### src/rtl/store_queue_ctrl_pkg.sv
// ---------------------------------------------------------------------------
// store_queue_ctrl_pkg
// Shared constants for the posted-store queue:
//   - store / load opcode encodings
//   - big-endian byte-lane masks (bit 3 = byte at address offset 00)
//   - width of one queued entry: {word address, lane-aligned data, lane enables}
//   - drain state machine encoding
// ---------------------------------------------------------------------------
package store_queue_ctrl_pkg;

    localparam logic [5:0] OP_SB         = 6'b101000;
    localparam logic [5:0] OP_SH         = 6'b101001;
    localparam logic [5:0] OP_SW         = 6'b101011;
    localparam logic [2:0] OP_LOAD_CLASS = 3'b100;

    localparam logic [3:0] LANE_NONE    = 4'b0000;
    localparam logic [3:0] LANE_WORD    = 4'b1111;
    localparam logic [3:0] LANE_HALF_HI = 4'b1100;
    localparam logic [3:0] LANE_HALF_LO = 4'b0011;
    localparam logic [3:0] LANE_BYTE0   = 4'b1000;
    localparam logic [3:0] LANE_BYTE1   = 4'b0100;
    localparam logic [3:0] LANE_BYTE2   = 4'b0010;
    localparam logic [3:0] LANE_BYTE3   = 4'b0001;

    localparam int DATA_W = 32;
    localparam int WE_W   = 4;

    // One entry holds the word address only; the byte offset is folded
    // into the lane enables.
    function automatic int entryWidth(input int addrW);
        return addrW - 2 + DATA_W + WE_W;
    endfunction

    typedef enum logic {
        IDLE,
        ISSUE
    } drain_state_t;

endpackage

### src/rtl/store_queue_ctrl_if.sv
// ---------------------------------------------------------------------------
// store_queue_ctrl_if
// Data-memory write port between the store queue (master) and memory (slave).
//   memReqValid  master->slave  head entry presented
//   memReqReady  slave->master  memory accepts the head this cycle
//   memAddr      master->slave  word-aligned byte address
//   memWData     master->slave  lane-aligned write data
//   memWE        master->slave  byte-lane enables, bit3 = byte at offset 00
// ---------------------------------------------------------------------------
interface store_queue_ctrl_if #(
    parameter int ADDR_W = 32
);

    logic              memReqValid;
    logic              memReqReady;
    logic [ADDR_W-1:0] memAddr;
    logic [31:0]       memWData;
    logic [3:0]        memWE;

    modport master (
        output memReqValid,
        output memAddr,
        output memWData,
        output memWE,
        input  memReqReady
    );

    modport slave (
        input  memReqValid,
        input  memAddr,
        input  memWData,
        input  memWE,
        output memReqReady
    );

endinterface

### src/rtl/store_queue_ctrl_lane_gen.sv
// ---------------------------------------------------------------------------
// store_lane_gen
// Combinational store decode: turns an execute-stage opcode, the low address
// bits and the source register into big-endian byte-lane enables and
// lane-replicated write data.
//   opcode   in   6   execute-stage opcode
//   addrLow  in   2   byte offset of the effective address
//   dataIn   in   32  store source register value
//   we       out  4   byte-lane enables (0000 for non-stores)
//   wdata    out  32  lane-aligned write data
//   isStore  out  1   opcode is SB, SH or SW
// ---------------------------------------------------------------------------
module store_lane_gen
    import store_queue_ctrl_pkg::*;
(
    input  logic [5:0]  opcode,
    input  logic [1:0]  addrLow,
    input  logic [31:0] dataIn,
    output logic [3:0]  we,
    output logic [31:0] wdata,
    output logic        isStore
);

    // Misaligned halfwords/words are not trapped: SH looks only at addr[1],
    // SW ignores the offset entirely.
    always_comb begin
        we      = LANE_NONE;
        wdata   = dataIn;
        isStore = 1'b0;
        case (opcode)
            OP_SB: begin
                isStore = 1'b1;
                wdata   = {4{dataIn[7:0]}};
                case (addrLow)
                    2'b00:   we = LANE_BYTE0;
                    2'b01:   we = LANE_BYTE1;
                    2'b10:   we = LANE_BYTE2;
                    default: we = LANE_BYTE3;
                endcase
            end
            OP_SH: begin
                isStore = 1'b1;
                wdata   = {2{dataIn[15:0]}};
                we      = addrLow[1] ? LANE_HALF_LO : LANE_HALF_HI;
            end
            OP_SW: begin
                isStore = 1'b1;
                we      = LANE_WORD;
            end
            default: ;
        endcase
    end

endmodule

### src/rtl/store_queue_ctrl.sv
// ---------------------------------------------------------------------------
// store_queue_ctrl
// Posted-store queue between execute and the data-memory write port. Stores
// are decoded, lane-aligned, buffered in order (DEPTH entries) and drained
// over a valid/ready handshake.
//   clk, rst      clock and asynchronous active-high reset
//   opcodeE       execute-stage opcode
//   ALUoutE       effective byte address
//   storeDataE    store source register value
//   stallE        store presented while the queue is full (not accepted)
//   loadHazardE   load hits the word address of a queued store
//   queueEmpty    no pending stores
//   mem           memory write port (master side)
// Build option: STORE_QUEUE_HAZARD_EN builds the load/store address
// comparators; without it loadHazardE is tied low.
// ---------------------------------------------------------------------------
module store_queue_ctrl
    import store_queue_ctrl_pkg::*;
#(
    parameter int DEPTH  = 4,
    parameter int ADDR_W = 32
) (
    input  logic               clk,
    input  logic               rst,
    input  logic [5:0]         opcodeE,
    input  logic [ADDR_W-1:0]  ALUoutE,
    input  logic [31:0]        storeDataE,
    output logic               stallE,
    output logic               loadHazardE,
    output logic               queueEmpty,
    store_queue_ctrl_if.master mem
);

    localparam int PTR_W   = $clog2(DEPTH);
    localparam int CNT_W   = PTR_W + 1;
    localparam int WADDR_W = ADDR_W - 2;
    localparam int ENTRY_W = entryWidth(ADDR_W);

    logic [ENTRY_W-1:0] entries [DEPTH];
    logic [DEPTH-1:0]   entValid;
    logic [PTR_W-1:0]   headPtr;
    logic [PTR_W-1:0]   tailPtr;
    logic [CNT_W-1:0]   count;
    drain_state_t       state;

    logic [3:0]         laneWe;
    logic [31:0]        laneData;
    logic               isStore;
    logic               queueFull;
    logic               push;
    logic               pop;
    logic               reqValid;
    logic [ENTRY_W-1:0] headEntry;

    store_lane_gen u_laneGen (
        .opcode  (opcodeE),
        .addrLow (ALUoutE[1:0]),
        .dataIn  (storeDataE),
        .we      (laneWe),
        .wdata   (laneData),
        .isStore (isStore)
    );

    // No bypass: a pop in the same cycle does not free a slot for a store
    // that arrives while the registered count says full.
    assign queueFull  = (count == CNT_W'(DEPTH));
    assign push       = isStore & ~queueFull;
    assign stallE     = isStore & queueFull;
    assign queueEmpty = (count == '0);
    assign reqValid   = (state == ISSUE);
    assign pop        = reqValid & mem.memReqReady;

    // Entry payload needs no reset; the valid bits and count decide what
    // is live.
    always_ff @(posedge clk) begin
        if (push) begin
            entries[tailPtr] <= {ALUoutE[ADDR_W-1:2], laneData, laneWe};
        end
    end

    // Pointers, occupancy and the drain state machine. ISSUE tracks
    // count != 0 exactly, so memReqValid comes straight from the state.
    always_ff @(posedge clk or posedge rst) begin
        if (rst) begin
            headPtr  <= '0;
            tailPtr  <= '0;
            count    <= '0;
            entValid <= '0;
            state    <= IDLE;
        end else begin
            if (pop) begin
                entValid[headPtr] <= 1'b0;
                headPtr           <= headPtr + PTR_W'(1);
            end
            if (push) begin
                entValid[tailPtr] <= 1'b1;
                tailPtr           <= tailPtr + PTR_W'(1);
            end
            case ({push, pop})
                2'b10:   count <= count + CNT_W'(1);
                2'b01:   count <= count - CNT_W'(1);
                default: count <= count;
            endcase
            case (state)
                IDLE: begin
                    if (push) begin
                        state <= ISSUE;
                    end
                end
                ISSUE: begin
                    if (pop && (count == CNT_W'(1)) && !push) begin
                        state <= IDLE;
                    end
                end
                default: state <= IDLE;
            endcase
        end
    end

    // Payload is gated by valid so the port reads all-zero whenever
    // nothing is pending, including throughout reset.
    assign headEntry    = entries[headPtr];
    assign mem.memReqValid = reqValid;
    assign mem.memAddr  = reqValid ? {headEntry[ENTRY_W-1 -: WADDR_W], 2'b00} : '0;
    assign mem.memWData = reqValid ? headEntry[DATA_W+WE_W-1 : WE_W] : '0;
    assign mem.memWE    = reqValid ? headEntry[WE_W-1:0] : '0;

`ifdef STORE_QUEUE_HAZARD_EN
    logic isLoad;
    logic addrHit;

    assign isLoad = (opcodeE[5:3] == OP_LOAD_CLASS);

    // Word-granular match against every live entry.
    always_comb begin
        addrHit = 1'b0;
        for (int i = 0; i < DEPTH; i++) begin
            if (entValid[i] && (entries[i][ENTRY_W-1 -: WADDR_W] == ALUoutE[ADDR_W-1:2])) begin
                addrHit = 1'b1;
            end
        end
    end

    assign loadHazardE = isLoad & addrHit;
`else
    logic unusedHazardSink;

    assign unusedHazardSink = ^entValid;
    assign loadHazardE      = 1'b0;
`endif

endmodule
### src/flat_wrapper.sv
// flat-port wrapper written by rule: the top's interface ports become plain ports
module store_queue_ctrl_flat import store_queue_ctrl_pkg::*;
#(
    parameter int DEPTH  = 4,
    parameter int ADDR_W = 32
)
  (clk, rst, opcodeE, ALUoutE, storeDataE, stallE, loadHazardE, queueEmpty, mem_memReqValid, mem_memAddr, mem_memWData, mem_memWE, mem_memReqReady);
  store_queue_ctrl_if #(.ADDR_W(ADDR_W)) mem_i ();
  input  logic clk;
  input  logic rst;
  input  logic [5:0] opcodeE;
  input  logic [ADDR_W-1:0] ALUoutE;
  input  logic [31:0] storeDataE;
  output logic stallE;
  output logic loadHazardE;
  output logic queueEmpty;
  output wire logic [$bits(mem_i.memReqValid)-1:0] mem_memReqValid;
  output wire logic [$bits(mem_i.memAddr)-1:0] mem_memAddr;
  output wire logic [$bits(mem_i.memWData)-1:0] mem_memWData;
  output wire logic [$bits(mem_i.memWE)-1:0] mem_memWE;
  input wire logic [$bits(mem_i.memReqReady)-1:0] mem_memReqReady;
  assign mem_memReqValid = mem_i.memReqValid;
  assign mem_memAddr = mem_i.memAddr;
  assign mem_memWData = mem_i.memWData;
  assign mem_memWE = mem_i.memWE;
  assign mem_i.memReqReady = mem_memReqReady;
  store_queue_ctrl #(.DEPTH(DEPTH), .ADDR_W(ADDR_W)) u_core (.clk(clk), .rst(rst), .opcodeE(opcodeE), .ALUoutE(ALUoutE), .storeDataE(storeDataE), .stallE(stallE), .loadHazardE(loadHazardE), .queueEmpty(queueEmpty), .mem(mem_i));
endmodule
### config.mk
export PLATFORM = sky130hd
export DESIGN_NAME = store_queue_ctrl_flat
export DESIGN_NICKNAME = d
export VERILOG_FILES = /design/src/rtl/store_queue_ctrl_pkg.sv /design/src/rtl/store_queue_ctrl_if.sv /design/src/rtl/store_queue_ctrl_lane_gen.sv /design/src/rtl/store_queue_ctrl.sv /design/src/flat_wrapper.sv
export SDC_FILE = /design/constraint.sdc
export NUM_CORES = 1
export LEC_CHECK = 0
export CORE_MARGIN = 3
export CORE_UTILIZATION = 55
export DETAILED_ROUTE_END_ITERATION = 6
export PLACE_DENSITY = 0.8
export REMOVE_ABC_BUFFERS = 1
export SKIP_CTS_REPAIR_TIMING = 1
export SLEW_MARGIN = 20
export SYNTH_ARGS = -nofsm -noshare
export SYNTH_HDL_FRONTEND = slang
export SYNTH_SLANG_ARGS = --single-unit
### constraint.sdc
create_clock -name clk -period 3.65 [get_ports clk]
set_input_delay 0.5475 -clock clk [delete_from_list [all_inputs] [get_ports clk]]
set_output_delay 0.5475 -clock clk [all_outputs]
set_load 0.005 [all_outputs]
==> results of run 1 <==
state kept, by name, summed over array words and instances (netlist names):
name                    flops
u_core.headPtr              2
u_core.count                3
u_core.entries            264
u_core.tailPtr              2
u_core.mem.memReqValid      1
synthesized netlist by cell type, drive strengths merged:
| cell | number | share of area (%) |
|---|---|---|
| or3 | 1 | 0.057 |
| mux2 | 17 | 2.0 |
| dfrtp | 8 | 1.8 |
| conb | 1 | 0.034 |
| nand4bb | 1 | 0.10 |
| a21oi | 1 | 0.046 |
| a21o | 1 | 0.069 |
| ha | 9 | 1.0 |
| nand2 | 7 | 0.24 |
| and4bb | 1 | 0.11 |
| mux2i | 9 | 0.82 |
| nor2b | 1 | 0.057 |
| nand2b | 1 | 0.057 |
| mux4 | 66 | 14 |
| and2 | 71 | 4.1 |
| o21ai | 19 | 0.87 |
| edfxtp | 264 | 72 |
| clkbuf | 10 | 0.34 |
| nor2 | 8 | 0.27 |
| buf | 21 | 1.2 |
| xnor2 | 4 | 0.32 |
| and3 | 1 | 0.057 |
| xor2 | 2 | 0.16 |
| inv | 7 | 0.24 |
worst max-delay path, stage by stage (launching register included):
cell,delay [ns]
dfrtp_4,0.72
buf_4,0.32
mux4_2,0.52
and2_1,0.20
clkdlybuf4s50_1,0.45
cells by family (layout without fill, tap and decap cells):
kind of cell | after synthesis | in the layout
flip-flops | 272 | 272
adder cells (fa/ha/maj) | 9 | 9
AO/OA/AOI/OAI | 21 | 21
multiplexers | 92 | 92
AND/OR/NAND/NOR | 92 | 92
XOR/XNOR | 6 | 6
other | 1 | 3
buffers and inverters | 38 | 209
layer usage:
metal / vias to the layer above / global-route usage (%) / share of wire, %
li1: 2415 / - / -
met4: 0 / 5.172 / 2.0
met1: 2824 / 28.71 / 42
met3: 32 / 3.239 / 7.0
met2: 231 / 32.35 / 49
met5: - / 0 / 0
placed cells by master, fill, tap and decap left out, types with 2 or more instances in the layout:
cell type and count:
edfxtp_1 264, ha_1 9, mux4_2 66, xor2_1 2, clkdlybuf4s50_1 141, dfrtp_4 2
clkbuf_16 27, inv_1 7, nor2_1 8, and2_4 4, conb_1 3, buf_12 4
clkbuf_1 6, mux2i_1 9, and2_1 67, clkinv_1 7, mux2_2 9, nand2_1 7
mux2_4 8, dfrtp_1 5, buf_4 13, xnor2_1 4, o21ai_0 19
per-stage QoR:
| step | total power, W | instance area [sq um] |
|---|---|---|
| after global placement | 0.006128 | 12720 |
| after CTS | 0.008626 | 13490 |
| final | 0.008520 | 13490 |
| after global routing | 0.008918 | 13490 |
| after floorplan | 0.005129 | 10790 |
| after detailed placement | 0.006173 | 12720 |
layout make-up:
type	count	area [sq um]	area share, %
clock buffers	33	698.2	5.174
repair buffers	158	1589	11.78
multi-input cells	223	2641	19.57
clock inverters	11	77.57	0.5749
inverters	7	26.28	0.1947
well taps	260	325.3	2.411
flip-flops and latches	272	8137	60.30
final timing paths:
path,to,slack (ns),cells after the start
max,mem_memWData[8],0.36,4
max in group asynchronous,u_core.headPtr[0],3.09,2
min reg2reg,u_core.count[2],0.55,1
min,u_core.tailPtr[0],0.29,2
max reg2reg,u_core.entries[3][43],1.39,6
min in group clk,u_core.count[2],0.55,1
power by group through the flow:
stage                     Clock, W  Combinational [W]  Sequential [W]
after floorplan                  0            0.00119         0.00394
after global placement           0            0.00222         0.00391
after detailed placement         0            0.00225         0.00392
after CTS                  0.00250            0.00227         0.00386
after global routing       0.00263            0.00240         0.00388
final                      0.00245            0.00222         0.00384
==> flow_metrics.py, run 1 <==
metrics = {
    "timing": {
        "timing.fmax_mhz": 303.5,
        "tns_ns": 0,
        "fin_crit_sh_pct": 90.26,
        "rsz0062_at_grt": "no",
        "clock-skew-final_ns": 0.01073,
        "finalHoldViolCount": 0,
        "worstMarginPinSlew_ns": 0.9714,
        "setup_viol": 0,
        "drv_slew": 0,
        "relSlewSlack_pct": 35.24,
        "fin_ws_ns": 0.3554,
        "hold_slack_ns": 0.2862,
        "period_needed_ns": 3.295,
    },
    "logic_synthesis": {
        "synthXorXnorAreaFrac_pct": 0.4799,
        "synthCells": 531,
        "synth.mux.area_fraction_pct": 16.42,
        "avgSynthCellArea_sq_um": 20.62,
        "synth_cell_types": 28,
        "synthSimpleGateAreaFrac_pct": 5.017,
        "syn_area_sq_um": 10950,
        "yosysWarnings": 0,
        "synthAdderAreaFrac_pct": 1.028,
        "ys_seq_elements": 272,
        "synth_top_family_by_area": "multiplexers",
        "yosysSeqAreaShare_pct": 74.23,
        "synth_compound_area_share_pct": 0.9827,
    },
    "worst_setup_path": {
        "worstReg2RegStart": "u_core.count[0]",
        "crit_type": "register to output port",
        "crit_required_ns": 3.10,
        "crit_arrival_ns": 2.75,
        "crit_path_max_fanout": 24,
        "startpoint": "u_core.headPtr[0]",
        "startpoint_type": "register",
        "cp-end-kind": "output port",
    },
    "routing": {
        "wl_mm": 21.21,
        "dr.pass1.iters": 5,
        "routed_via_density": 5.707,
        "wl_per_cell_um": 22.01,
        "vias": 5502,
        "drc": 0,
        "final_antenna_net_count": 0,
        "drtIter0Drc": 407,
    },
    "clock_network": {
        "numCtsBuffers": 26,
        "clock_latency_ns": 0.51,
        "cts_max_level": 1,
        "cts_tree": "done",
        "numClockSinks": 272,
        "clockRootBuffer": "clkbuf_16",
        "cts_buffer_depth": 3,
        "clkTransAtPathRegs_ns": 0.06,
    },
    "finish": {
        "fillers": 1170,
        "drive_gt1_share_pct": 19.74,
        "final_util_pct": 70.49,
        "area_growth_pct": 23.24,
        "nets": 770,
        "stdcell_count": 964,
        "diodes": 0,
    },
    "die": {
        "die_w_um": 147.1,
        "ioPinCount": 145,
        "die-area_sq_um": 21640,
        "row_count": 50,
        "start_util_pct": 57.20,
        "core_sq_um": 19140,
        "die_h_um": 147.1,
    },
    "pwr": {
        "internal_power_w": 0.006402,
        "p_leak_nw": 4.464,
        "switching_share_pct": 24.86,
        "peakVddDrop_uv": 390.7,
        "switchingPower_w": 0.002118,
        "combPwrFrac_pct": 26.1,
        "powerDensity_nw_per_um2": 631.4,
        "power_frac_seq_pct": 45.1,
        "power_frac_clock_pct": 28.8,
    },
    "placement": {
        "gp_congestion": 0.7243,
        "io_buffers": 141,
        "dp_slack_ns": 0.6810,
        "dp_hpwl_mm": 13.29,
        "post-place-cells": 920,
    },
    "global_routing": {
        "antenna_found_initial": 0,
        "grt_pass1_wl_mm": 33.51,
        "grt_use_total_pct": 19.86,
        "first_global_vias": 5920,
        "grt_max_degree": 68,
        "grt-ovfl-total": 0,
    },
    "run_status": {
        "status": "finished clean",
    },
    "worst_hold_path": {
        "hp-class": "input pin to async pin",
    },
    "flow_run": {
        "maxCapViolCount": 0,
    },
}
No activity file was read; power rests on OpenSTA's default activity.
==> inputs of run 2 (changes only) <==
- CORE_MARGIN: 3 -> unset
==> run 2 against run 1 <==
Final cell count grew 0.62%; hold slack better by 0.020 ns; first-iteration DRC count up 9.1%; utilization down 0.57 points; power increased by 3.4%; sequential power is 1% higher; clock skew about the same; critical endpoint is now mem_memWData[16]; largest cell class unchanged; highest routed layer unchanged.
==> flow_metrics.py, run 2 (same netlist as run 1, synthesis figures left out) <==
metrics = {
    "placement": {
        "dp_hpwl_mm": 12.92,
        "io_buffers": 141,
        "post-place-cells": 923,
        "post_dp_cell_area_sq_um": 12720,
        "gp_congestion": 0.7711,
        "dp_slack_ns": 0.7019,
    },
    "finish": {
        "reg_top3": "u_core.entries (264), u_core.count (3)",
        "drive_gt1_share_pct": 20.85,
        "final_cell_mix": "edfxtp_1, clkdlybuf4s50_1, and2_1",
        "largest_reg_flops": 264,
        "nets": 768,
        "postLayoutCellArea_sq_um": 13610,
        "stdcell_count": 970,
        "largest_register": "u_core.entries",
        "area_growth_pct": 24.28,
        "diodes": 0,
        "layout_commonest_cell": "edfxtp_1",
    },
    "worst_setup_path": {
        "path_delay_family": "flip-flops",
        "crit_required_ns": 3.10,
        "r2r_slack_ns": 1.39,
        "critPathSlowestCell": "dfrtp_4",
        "path_buf_inv": 2,
        "worstReg2RegStart": "u_core.count[0]",
        "crit_type": "register to output port",
        "cp_cell_sequence": "buf_4 -> mux4_2 -> and2_1 -> clkdlybuf4s50_1",
        "startpoint_type": "register",
        "rr_worst_depth": 6,
        "cp-end-kind": "output port",
        "crit_arrival_ns": 2.85,
        "slowest_delay_ns": 0.84,
        "crit_path_max_fanout": 32,
        "rr_endpoint": "u_core.entries[0][40]",
    },
    "pwr": {
        "powerDensity_nw_per_um2": 647.6,
        "fin_total_pwr_w": 0.008812,
        "peakVddDrop_uv": 689.2,
        "p_leak_nw": 4.507,
    },
    "timing": {
        "period_needed_ns": 3.399,
        "clock-skew-final_ns": 0.01062,
        "setup_viol": 0,
        "relSlewSlack_pct": 32.03,
        "drv_slew": 0,
        "finalHoldViolCount": 0,
        "worstMarginPinSlew_ns": 1.020,
        "fin_crit_sh_pct": 93.12,
        "tns_ns": 0,
        "timing.fmax_mhz": 294.2,
        "fin_ws_ns": 0.2513,
        "rsz0062_at_grt": "no",
    },
    "die": {
        "die_w_um": 143.1,
        "core_sq_um": 19460,
        "row_count": 51,
        "die_h_um": 143.1,
        "ioPinCount": 145,
        "die-area_sq_um": 20480,
        "start_util_pct": 56.26,
    },
    "clock_network": {
        "cts_max_level": 1,
        "cts_buffer_depth": 3,
        "clock_latency_ns": 0.52,
        "cts_tree": "done",
        "numClockSinks": 272,
        "clkTransAtPathRegs_ns": 0.06,
        "numCtsBuffers": 26,
        "clockRootBuffer": "clkbuf_16",
    },
    "routing": {
        "wl_mm": 21.34,
        "vias": 5499,
        "final_antenna_net_count": 0,
        "routed_via_density": 5.669,
        "wl_per_cell_um": 22.00,
        "drc": 0,
        "drtIter0Drc": 444,
        "dr.pass1.iters": 5,
    },
    "global_routing": {
        "grt_use_total_pct": 21.50,
        "grt_max_degree": 68,
        "grt-ovfl-total": 0,
        "first_global_vias": 5768,
        "grt_pass1_wl_mm": 32.57,
        "antenna_found_initial": 0,
    },
    "worst_hold_path": {
        "hp-class": "input pin to async pin",
    },
    "flow_run": {
        "maxCapViolCount": 0,
    },
    "run_status": {
        "status": "finished clean",
    },
}
[run 2: worst max-delay path by stage]
stage / start / end / slack, ns / cells past startpoint
2_1_floorplan: u_core.headPtr[0] / mem_memAddr[10] / -0.39 / 2
3_3_place_gp: u_core.headPtr[0] / mem_memWData[17] / 0.75 / 4
3_5_place_dp: opcodeE[1] / u_core.entries[0][51] / 0.70 / 5
4_1_cts: u_core.headPtr[0] / mem_memWData[16] / 0.18 / 4
5_1_grt: u_core.headPtr[0] / mem_memWData[31] / 0.11 / 4
6_report: u_core.headPtr[0] / mem_memWData[16] / 0.25 / 4
[run 2: stage by stage]
stage | hold WS, ns | util (%)
6_report | 0.3062 | 69.92
5_1_grt | 0.3284 | 69.92
4_1_cts | 0.3025 | 69.92
3_5_place_dp | 0.5347 | 65.37
3_3_place_gp | 0.4925 | 65.37
2_1_floorplan | 0.3632 | -
[run 2: metal layers]
metal  global-route usage (%)  part of all wire, %
met3                    3.622                  7.3
met1                    30.02                   40
met5                        0                    0
met2                    35.43                   50
met4                    5.716                  2.1
[run 2: final cells by class]
| type | instances | area (sq um) |
|---|---|---|
| clock buffers | 28 | 679.4 |
| clock inverters | 19 | 206.4 |
| fillers | 1179 | 5854 |
| inverters | 7 | 26.28 |
| multi-input cells | 223 | 2641 |
| flip-flops and latches | 272 | 8137 |
| well taps | 265 | 331.6 |
| repair buffers | 156 | 1587 |
[run 2: where the power goes]
group | switching, W | internal [W] | leakage, nW | total, W
Combinational | 0.000741 | 0.00145 | 1.60 | 0.00219
Clock | 0.00110 | 0.00163 | 0.423 | 0.00273
Sequential | 0.000351 | 0.00354 | 2.48 | 0.00389
Total | 0.00220 | 0.00662 | 4.51 | 0.00881
